**config.mk**
```make
export PLATFORM = sky130hd
export DESIGN_NAME = chan_mesh_top
export DESIGN_NICKNAME = d
export VERILOG_FILES = /design/src/rtl/chan_mesh_top.sv
export SDC_FILE = /design/constraint.sdc
export NUM_CORES = 1
export LEC_CHECK = 0
export CORE_MARGIN = 5
export CORE_UTILIZATION = 56
export CTS_BUF_LIST = sky130_fd_sc_hd__clkbuf_4 sky130_fd_sc_hd__clkbuf_8
export DETAILED_ROUTE_END_ITERATION = 6
export PLACE_DENSITY = 0.89
export SLEW_MARGIN = 20
export SYNTH_ARGS = -nofsm -noshare
export SYNTH_HDL_FRONTEND = slang
export SYNTH_SLANG_ARGS = --single-unit
```
**constraint.sdc**
```tcl
create_clock -name clk -period 3.3 [get_ports clk]
set_input_delay 0.66 -clock clk [delete_from_list [all_inputs] [get_ports clk]]
set_output_delay 0.66 -clock clk [all_outputs]
set_load 0.01 [all_outputs]
```
**src/rtl/chan_mesh_top.sv**
```systemverilog
`default_nettype none
// ============================================================================
// chan_mesh_top : CH valid/ready channels, DEPTH-stage pipelines, optional
//                 per-channel accumulation, round-robin merge to one stream.
// Revision 1.0
// ============================================================================
module chan_mesh_top #(
  parameter int              CH       = 3,
  parameter int              W        = 8,
  parameter int              DEPTH    = 2,
  parameter logic [CH-1:0]   ACC_MASK = '0,
  parameter int              CNT_W    = 16,
  localparam int             CHW      = (CH > 1) ? $clog2(CH) : 1
) (
  input  logic                clk,
  input  logic                rst_n,
  input  logic [CH*W-1:0]     in_data,
  input  logic [CH-1:0]       in_valid,
  output logic [CH-1:0]       in_ready,
  output logic [W-1:0]        out_data,
  output logic [CHW-1:0]      out_chan,
  output logic                out_valid,
  input  logic                out_ready,
  output logic [CNT_W-1:0]    out_count
);

  localparam logic [CHW:0] CH_N = CH[CHW:0];

  logic [CH-1:0]    cand;
  logic [CH-1:0]    grant;
  logic [W-1:0]     head [CH];
  logic             gnt_any;
  logic [CHW-1:0]   gnt_idx;
  logic [CHW:0]     arb_idx;
  logic             out_load;

  logic [CHW-1:0]   last_q;
  logic             out_valid_q;
  logic [W-1:0]     out_data_q;
  logic [CHW-1:0]   out_chan_q;
  logic [CNT_W-1:0] cnt_q;
  logic [CNT_W-1:0] cnt_d;

  assign out_load = !out_valid_q || out_ready;

  for (genvar i = 0; i < CH; i++) begin : g_ch
    logic [DEPTH-1:0] vld_q;
    logic [W-1:0]     dat_q [DEPTH];
    logic [DEPTH-1:0] adv;

    // A stage can move when any stage at or beyond it has a hole, or the head leaves.
    always_comb begin
      adv = '0;
      for (int k = 0; k < DEPTH; k++) begin
        adv[k] = grant[i];
        for (int j = k; j < DEPTH; j++) begin
          if (!vld_q[j]) adv[k] = 1'b1;
        end
      end
    end

    always_ff @(posedge clk or negedge rst_n) begin
      if (!rst_n) begin
        vld_q <= '0;
        for (int k = 0; k < DEPTH; k++) dat_q[k] <= '0;
      end else begin
        if (adv[0]) begin
          vld_q[0] <= in_valid[i];
          if (in_valid[i]) dat_q[0] <= in_data[i*W +: W];
        end
        for (int k = 1; k < DEPTH; k++) begin
          if (adv[k]) begin
            vld_q[k] <= vld_q[k-1];
            if (vld_q[k-1]) dat_q[k] <= dat_q[k-1];
          end
        end
      end
    end

    if (ACC_MASK[i]) begin : g_acc
      logic [W-1:0] acc_q;
      logic [W-1:0] acc_d;
      assign acc_d   = acc_q + dat_q[DEPTH-1];
      assign head[i] = acc_d;
      always_ff @(posedge clk or negedge rst_n) begin
        if (!rst_n)        acc_q <= '0;
        else if (grant[i]) acc_q <= acc_d;
      end
    end else begin : g_pass
      assign head[i] = dat_q[DEPTH-1];
    end

    assign cand[i]     = vld_q[DEPTH-1];
    assign in_ready[i] = adv[0];
    assign grant[i]    = gnt_any && (gnt_idx == CHW'(i));
  end

  // Round-robin search starting one past the previous winner.
  always_comb begin
    gnt_any = 1'b0;
    gnt_idx = '0;
    arb_idx = '0;
    for (int off = 1; off <= CH; off++) begin
      arb_idx = {1'b0, last_q} + off[CHW:0];
      if (arb_idx >= CH_N) arb_idx = arb_idx - CH_N;
      if (out_load && !gnt_any && cand[arb_idx]) begin
        gnt_any = 1'b1;
        gnt_idx = arb_idx[CHW-1:0];
      end
    end
  end

  assign cnt_d = cnt_q + CNT_W'(1);

  always_ff @(posedge clk or negedge rst_n) begin
    if (!rst_n) begin
      last_q      <= CHW'(CH - 1);
      out_valid_q <= 1'b0;
      out_data_q  <= '0;
      out_chan_q  <= '0;
      cnt_q       <= '0;
    end else begin
      if (gnt_any) begin
        out_valid_q <= 1'b1;
        out_data_q  <= head[gnt_idx];
        out_chan_q  <= gnt_idx;
        last_q      <= gnt_idx;
      end else if (out_ready) begin
        out_valid_q <= 1'b0;
      end
      if (out_valid_q && out_ready) cnt_q <= cnt_d;
    end
  end

  assign out_data  = out_data_q;
  assign out_chan  = out_chan_q;
  assign out_valid = out_valid_q;
  assign out_count = cnt_q;

endmodule
`default_nettype wire

```
==> impl_results.md <==
* Critical path type: reg -> out
* Post-route setup slack at 0.0942 ns
* R2r startpoint: last_q[1]$_DFFE_PN1P_
* Layout cells sized above 1 at 0.247
* CP startpoint: last_q[1]$_DFFE_PN1P_
* Overall Global Routing Usage at 0.206
* Num CTS Buffers at 9
* Fin crit share at 0.971
* Post-synth cell types at 49
* Worst rel slew slack at 0.514
* Gpl congestion at 0.923
* Worst Tran Pin Value at roughly 0.73 ns
* Antenna violation net count after detailed routing at 0
* Top post-synthesis cells by area: dfrtp_1, mux2_2, mux2_4
* DR vias at 2,885
* Worst stage delay on the critical path at 0.58 ns
* Die area at 0.00877 mm²
* Crit-path cells: inv_4 > ha_4 > mux2_4 > a221oi_4 > o21ai_2 > o31a_1 > nand3_1 > dlygate4sd2_1
* Leakage at about 0.0021 µW
* Core area at 0.00679 mm²
* HPWL after DPL at 5930 µm
* Initial antenna violation count at 0
* Worst Setup End Kind: output port
* Fmax at 312 MHz
* Sequential share of the synthesized area at 0.524
* Top-area cell type share of the netlist area at 0.517
* Largest net degree at the start of global routing at 83
* Antenna cell count at 0
* Syn avg cell area at 11.6 µm²
* Final Hold Fails at 0
* Post-synth EDFFs at 0
* Vias in the first global route at 3,005
* Ys async rst share at 1.00
* Die Height at ~94 µm
* Top post-synthesis cells by count: dfrtp_1, nand2_1, mux2_2
* Clk sinks at 82
* Power density over the cells at 1080 mW/mm²
* Clock tree buffer depth at 2
* Clock transition at the registers of the reported paths at approximately 0.090 ns
* Drt drc at 0
* Number of I/O pins at 60
* Global-route wire length before repair at 14,100 µm
* Synth area leader: dfrtp_1
* Yosys warnings at 0
* Critical Path Fanout Max at 4
* Most frequent cell after synthesis: dfrtp_1
* Fin crit period at ~3.2 ns
* TritonRoute pass-1 iters at 4
* GR Overflow Total at 0
* Worst vdd ir at 0.540 mV
* Initial Util at 0.577
* Status: complete, no violations
* CP Launch Type: register
* Wirelength per Cell at 16.4 µm
* Hold crit path type: in -> async
* Pwr Total at 5320 µW
* Area Growth Syn to Fin at 26.1%
* Post-synthesis register bit count at 82
* H-Tree Depth at 3
* Pre-CTS WS at -0.0985 ns
* Final Slew Violations at 0
* Die W at between 90 and 100 µm
* Num rows at 30
* RSZ-0062 raised after global routing: yes
* Max Cap Violations at 0
* Skew-Pair Late Insertion Delay at ~0.35 ns
* Crit path max-delay cell type: dfstp_2
* Ys flop type: dfrtp_1
* Critical path arrival at 2.55 ns
* Setup Skew at 0.00915 ns
* Critical Path RT at approximately 2.6 ns
* IO Port Bufs at 59
* Cells after Synth at 337
* Syn_nets at 372
* 1st-iter DRT viols at approximately 180
* Clk Tree Root Cell: clkbuf_8
* Post-Syn Area at 0.00392 mm²
* Nets at 447
* Final setup viols at 0
* TritonCTS clock tree: built
* Vias per cell at approximately 5.6
* WL final at around 8400 µm
-- state kept, by name, summed over array words and instances, names as in the netlist --
register,cells
g_ch.dat_q,48
out_count,16
out_data,8
g_ch.vld_q,6
last_q,2
out_chan,1
out_valid,1
-- cell families (layout without fill, tap and decap cells) --
group,Yosys count,after routing,share of synthesized area
flip-flops,82,82,0.524
AND/OR/NAND/NOR,99,99,0.120
buffers and inverters,21,101,0.0307
multiplexers,48,48,0.145
XOR/XNOR,15,15,0.0335
adder cells (fa/ha/maj),5,5,0.0160
AO/OA/AOI/OAI,67,67,0.131
-- layout make-up --
cell class | count | area (µm²)
clock inverter | 7 | 77.6
clock buffer | 9 | 124
timing repair buffer | 83 | 769
inverter | 2 | 10.0
sequential | 82 | 2050
multi-input combinational | 234 | 1790
tap | 96 | 120
fill | 476 | 1850
-- critical path: cells and delay by family, from the launching register on --
kind / cells / cell delay (ns)
compound gates: 3 / 0.68
fa+ha+maj: 1 / 0.17
buf+inv: 2 / 0.33
flops: 1 / 0.58
mux: 1 / 0.32
simple gates: 1 / 0.11
-- power by group --
group          internal (µW)  switching, µW
registers               1480            381
clock network            356            383
logic                   1450           1280
-- final timing paths --
| kind | to | slack (ns) | cells past startpoint |
|---|---|---|---|
| min reg2reg | out_count[15]$_DFFE_PN0P_ | 0.47 | 1 |
| min | out_count[0]$_DFFE_PN0P_ | 0.32 | 1 |
| max | in_ready[2] | 0.09 | 8 |
| max reg2reg | g_ch[0].dat_q[12]$_DFFE_PN0P_ | 0.29 | 10 |
| min in group clk | out_count[15]$_DFFE_PN0P_ | 0.47 | 1 |
| max in group asynchronous | g_ch[1].dat_q[15]$_DFFE_PN0P_ | 2.47 | 1 |
-- layout by cell type (no fill, tap or decap), types with 9 or more instances in the layout --
| cell | instances |
|---|---|
| clkdlybuf4s50_1 | 55 |
| clkbuf_8 | 9 |
| nand2_1 | 35 |
| nor2b_1 | 10 |
| dfrtp_1 | 80 |
| mux2_4 | 9 |
| nand3_1 | 14 |
| buf_4 | 23 |
| o21ai_0 | 15 |
| nor2_1 | 16 |
| xnor2_1 | 11 |
| mux2_2 | 34 |
-- per-layer routing --
metal	global-route usage	up-vias	part of all wire
met5	0	-	0
met4	0.0878	0	0.018
met3	0.0577	14	0.052
met2	0.353	81	0.52
met1	0.243	1434	0.41
li1	-	1356	-
-- repair_timing --
item	in CTS	in global routing
hold buffers	0	0
pin swaps	0	4
endpoints found under the setup margin	3	3
buffers inserted	0	8
resized for setup	5	14
-- metrics by stage --
step | utilization | area [µm²] | cells | hold slack (ns) | TNS [ns]
after floorplan | - | 3920 | 337 | 0.364 | 0
after global placement | 0.682 | 4630 | 489 | 0.455 | -0.107
after detailed placement | 0.682 | 4630 | 489 | 0.468 | -0.235
after CTS | 0.712 | 4840 | 505 | 0.481 | -0.0152
after global routing | 0.727 | 4940 | 513 | 0.395 | -0.0724
final | 0.727 | 4940 | 513 | 0.322 | 0
No activity file was read; power rests on OpenSTA's default activity.
